### src/rtl/fib_engine.sv
// Iterative Fibonacci engine with a start/busy/done handshake.
// Adds one term per clock and saturates the result to all-ones on overflow.
module fib_engine #(
    parameter int DATA_W = 32,
    parameter int N_W    = 8
) (
    input  logic              clk,
    input  logic              rst_n,
    input  logic              start,
    input  logic [N_W-1:0]    n,
    output logic              busy,
    output logic              done,
    output logic [DATA_W-1:0] fib,
    output logic              overflow
);

    typedef enum logic [1:0] {
        S_IDLE = 2'd0,
        S_CALC = 2'd1,
        S_DONE = 2'd2
    } state_t;

    state_t            state_q, state_d;
    logic [DATA_W-1:0] a_q, a_d;
    logic [DATA_W-1:0] b_q, b_d;
    logic [N_W-1:0]    cnt_q, cnt_d;
    logic [DATA_W-1:0] fib_q, fib_d;
    logic              ovf_q, ovf_d;
    logic              busy_q, busy_d;
    logic              done_q, done_d;
    logic [DATA_W:0]   sum_s;

    // State register and registered outputs
    always_ff @(posedge clk or negedge rst_n) begin
        if (!rst_n) begin
            state_q <= S_IDLE;
            a_q     <= {DATA_W{1'b0}};
            b_q     <= {DATA_W{1'b0}};
            cnt_q   <= {N_W{1'b0}};
            fib_q   <= {DATA_W{1'b0}};
            ovf_q   <= 1'b0;
            busy_q  <= 1'b0;
            done_q  <= 1'b0;
        end else begin
            state_q <= state_d;
            a_q     <= a_d;
            b_q     <= b_d;
            cnt_q   <= cnt_d;
            fib_q   <= fib_d;
            ovf_q   <= ovf_d;
            busy_q  <= busy_d;
            done_q  <= done_d;
        end
    end

    // Next-state logic: accept, iterate, terminate on count or overflow
    always_comb begin
        state_d = state_q;
        a_d     = a_q;
        b_d     = b_q;
        cnt_d   = cnt_q;
        fib_d   = fib_q;
        ovf_d   = ovf_q;
        sum_s   = {1'b0, a_q} + {1'b0, b_q};

        case (state_q)
            S_IDLE, S_DONE: begin
                if (start) begin
                    fib_d = {DATA_W{1'b0}};
                    ovf_d = 1'b0;
                    if (n == {N_W{1'b0}}) begin
                        state_d = S_DONE;
                    end else if (n <= N_W'(2)) begin
                        state_d = S_DONE;
                        fib_d   = DATA_W'(1);
                    end else begin
                        state_d = S_CALC;
                        a_d     = DATA_W'(1);
                        b_d     = DATA_W'(1);
                        cnt_d   = n - N_W'(2);
                    end
                end else begin
                    state_d = state_q;
                end
            end
            S_CALC: begin
                a_d   = b_q;
                b_d   = sum_s[DATA_W-1:0];
                cnt_d = cnt_q - N_W'(1);
                // The carry-out marks the first index that no longer fits
                if (sum_s[DATA_W]) begin
                    state_d = S_DONE;
                    fib_d   = {DATA_W{1'b1}};
                    ovf_d   = 1'b1;
                end else if (cnt_q == N_W'(1)) begin
                    state_d = S_DONE;
                    fib_d   = sum_s[DATA_W-1:0];
                end else begin
                    state_d = S_CALC;
                end
            end
            default: begin
                state_d = S_IDLE;
            end
        endcase

        busy_d = (state_d == S_CALC);
        done_d = (state_d == S_DONE);
    end

    assign busy     = busy_q;
    assign done     = done_q;
    assign fib      = fib_q;
    assign overflow = ovf_q;

endmodule

### config.mk
export PLATFORM = sky130hd
export DESIGN_NAME = fib_engine
export DESIGN_NICKNAME = d
export VERILOG_FILES = /design/src/rtl/fib_engine.sv
export SDC_FILE = /design/constraint.sdc
export NUM_CORES = 1
export LEC_CHECK = 0
export CORE_MARGIN = 5
export CORE_UTILIZATION = 31
export DETAILED_ROUTE_END_ITERATION = 8
export SLEW_MARGIN = 20
export SYNTH_ARGS = -nofsm -noshare
export SYNTH_HDL_FRONTEND = slang
export SYNTH_SLANG_ARGS = --single-unit
export TNS_END_PERCENT = 100
### constraint.sdc
create_clock -name clk -period 3.2 [get_ports clk]
set_input_delay 0.48 -clock clk [delete_from_list [all_inputs] [get_ports clk]]
set_output_delay 0.48 -clock clk [all_outputs]
set_load 0.05 [all_outputs]
==> summary.txt <==
Status = complete, no violations
Clk buf depth = 2
Placed insts = 974
Setup_tns = 0 ns
R2R Path Start = b_q[17]$_DFFE_PN0P_
Syn Nets = 724
Root Buffer = clkbuf_16
Met1 Use GR = 0.197
HPWL Detailed = 11200 um
Library cells used by synthesis = 71
Fin. max-slew vios = 0
CP required = 3.44 ns
Grt ovf = 0
Clk sink count = 109
Post-DR wirelength/cell = 15.8 um
Grt met2 use = 0.223
First-pass GRT wire length = 26100 um
Arr. time, crit path = 3.34 ns
Final Hold Vio Count = 0
Slew headroom = 0.608
Antenna cells = 0
Drt drc = 0
Most common cell in the netlist = nand2_1
Mapped Area = 6230 um2
Final min period = 3.09 ns
FP Rows = 51
Post-Syn Instances = 677
Setup bufs post-CTS = 0
Number of global-route vias before repair = 5059
CORE AREA = 19700 um2
Non-Filler Instances = 989
RSZ-0062 raised after global routing = true
PortBufs = 45
Top cell type's share of synthesized area = 0.438
CTS tree = done
Routed via count = 5032
Initial antenna violation count = 0
Largest net degree at the start of global routing = 47
Routed vias/inst = 5.09
Share of flip-flops with an asynchronous set or reset = 1.00
Tot GR Track Use = 0.142
Worst hold path type = primary input to asynchronous set/reset pin
Seq cells post-synth = 109
Synth area leader = dfrtp_1
YS warnings = 0
Gp weighted congestion = 0.853
Die ar. = 23000 um2
Worst Tran Pin Value = 0.588 ns
P&R area growth vs syn = 17.3%
Routed wire length = 15600 um
Fin crit share = 0.967
Total of max-cap violations = 0
CTS H-Tree Depth = 3
Worst skew pair latency = 0.36 ns
IO Pins = 46
Worst Reg-to-Reg Cells = 9
CP Class = flip-flop to flip-flop
Die H = 152 um
Final setup margin = 0.106 ns
Starting Density = 0.317
Antenna viol nets, final = 0
Synth top area cells = dfrtp_1 44%, nand2_1 7.4%, ha_1 7.0%
Register-to-register path setup slack = 0.11 ns
Fin util = 0.372
Clk slew on worst S/H paths = 0.07 ns
Crit Path Max Fanout = 11
DRT iter0 DRCs = 262
1st-pass router iterations = 5
Layout cell share with drive strength beyond 1 = 0.0939
Count of final setup violators = 0
CTS buffer count = 9
GRT busiest layer = met2
Top post-synthesis cells by count = 123 x nand2_1, 109 x dfrtp_1, 69 x o21ai_0
Startpoint class of the critical path = flip-flop
Crit. End Element = flip-flop
Crit Reg-Reg Endpoint = fib[1]$_DFFE_PN0P_
Post-synthesis sequential area ratio = 0.438
Die width = 152 um
Average size of a mapped cell = 9.21 um2
Met3 GRT Util = 0.0232
Max Clk Rate = 0.323 GHz
Worst Clk Skew = 0.00869 ns
Post-synth EDFFs = 0
Ys flop type = dfrtp_1
Nets = 767
Post-Place Worst Slack = 0.117 ns
==> worst max-delay path, cell delays in order, from the launching register on <==
cell and delay (ns):
dfrtp_1 0.41, ha_1 0.41, a211oi_2 0.25, nor2_1 0.11, o41ai_4 0.30, nand4b_2 0.24, a31oi_1 0.33, o21a_1 0.49
a21oi_1 0.16, mux2_4 0.27
==> per-layer routing <==
metal,up-vias,part of all wire
met1,2436,0.49
met4,0,0.022
met5,-,0
met3,21,0.032
li1,2483,-
met2,92,0.46
==> flip-flops by register name, indices dropped and copies added, names as in the netlist <==
name	cells
fib	32
a_q	32
done	1
b_q	32
state_q	2
busy	1
cnt_q	8
overflow	1
==> kinds of logic (layout without fill, tap and decap cells) <==
family / Yosys count / in the layout / share of synthesized area
and+or+nand+nor: 225 / 225 / 0.157
buffers and inverters: 45 / 92 / 0.0319
muxes: 9 / 9 / 0.0209
adders and majority gates: 36 / 36 / 0.0735
DFF: 109 / 109 / 0.438
xor gates and xnor gates: 33 / 33 / 0.0464
AOI/OAI and AO/OA: 220 / 220 / 0.233
==> cell usage in the layout, fill, tap and decap left out, drive strengths merged, types with 16 or more instances in the layout <==
| master | synthesis | final |
|---|---|---|
| dfrtp | 109 | 109 |
| buf | 10 | 18 |
| o21ai | 74 | 74 |
| clkdlybuf4s50 | 0 | 44 |
| a21oi | 55 | 55 |
| inv | 15 | 16 |
| a21o | 17 | 17 |
| nand2 | 123 | 123 |
| ha | 35 | 35 |
| nor2 | 47 | 47 |
| nand3 | 20 | 20 |
| xnor2 | 19 | 19 |
==> layout make-up <==
class,instances,area (um2)
Fill cell,2065,12300
Multi-Input combinational cell,523,3330
Sequential cell,109,2730
Timing Repair Buffer,62,592
Tap cell,265,332
Clock buffer,10,239
Inverter,15,56.3
Clock inverter,5,36.3
==> timing repair <==
action / in CTS / in global routing
hold buffers: 0 / 0
endpoints found under the setup margin: 0 / 21
resized for setup: 0 / 2
==> per-stage QoR <==
step / cell area, um2 / hold WS, ns
finish: 7310 / 0.131
global route: 7310 / 0.186
CTS: 7300 / 0.140
detailed placement: 7020 / 0.489
global placement: 7020 / 0.487
floorplan: 6230 / 0.184
==> worst max-delay path by stage <==
stage	to	cells after the start	startpoint	slack [ns]
3_5_place_dp	fib[1]$_DFFE_PN0P_	9	b_q[17]$_DFFE_PN0P_	0.12
2_1_floorplan	fib[16]$_DFFE_PN0P_	11	a_q[17]$_DFFE_PN0P_	0.59
5_1_grt	fib[6]$_DFFE_PN0P_	9	b_q[17]$_DFFE_PN0P_	-0.08
3_3_place_gp	fib[11]$_DFFE_PN0P_	9	b_q[17]$_DFFE_PN0P_	0.14
6_report	fib[1]$_DFFE_PN0P_	9	b_q[17]$_DFFE_PN0P_	0.11
4_1_cts	fib[1]$_DFFE_PN0P_	9	b_q[17]$_DFFE_PN0P_	0.10
Power is left out: the tool's default activity adds up to more than one toggle a clock period on the data nets, which glitch-free logic cannot reach.
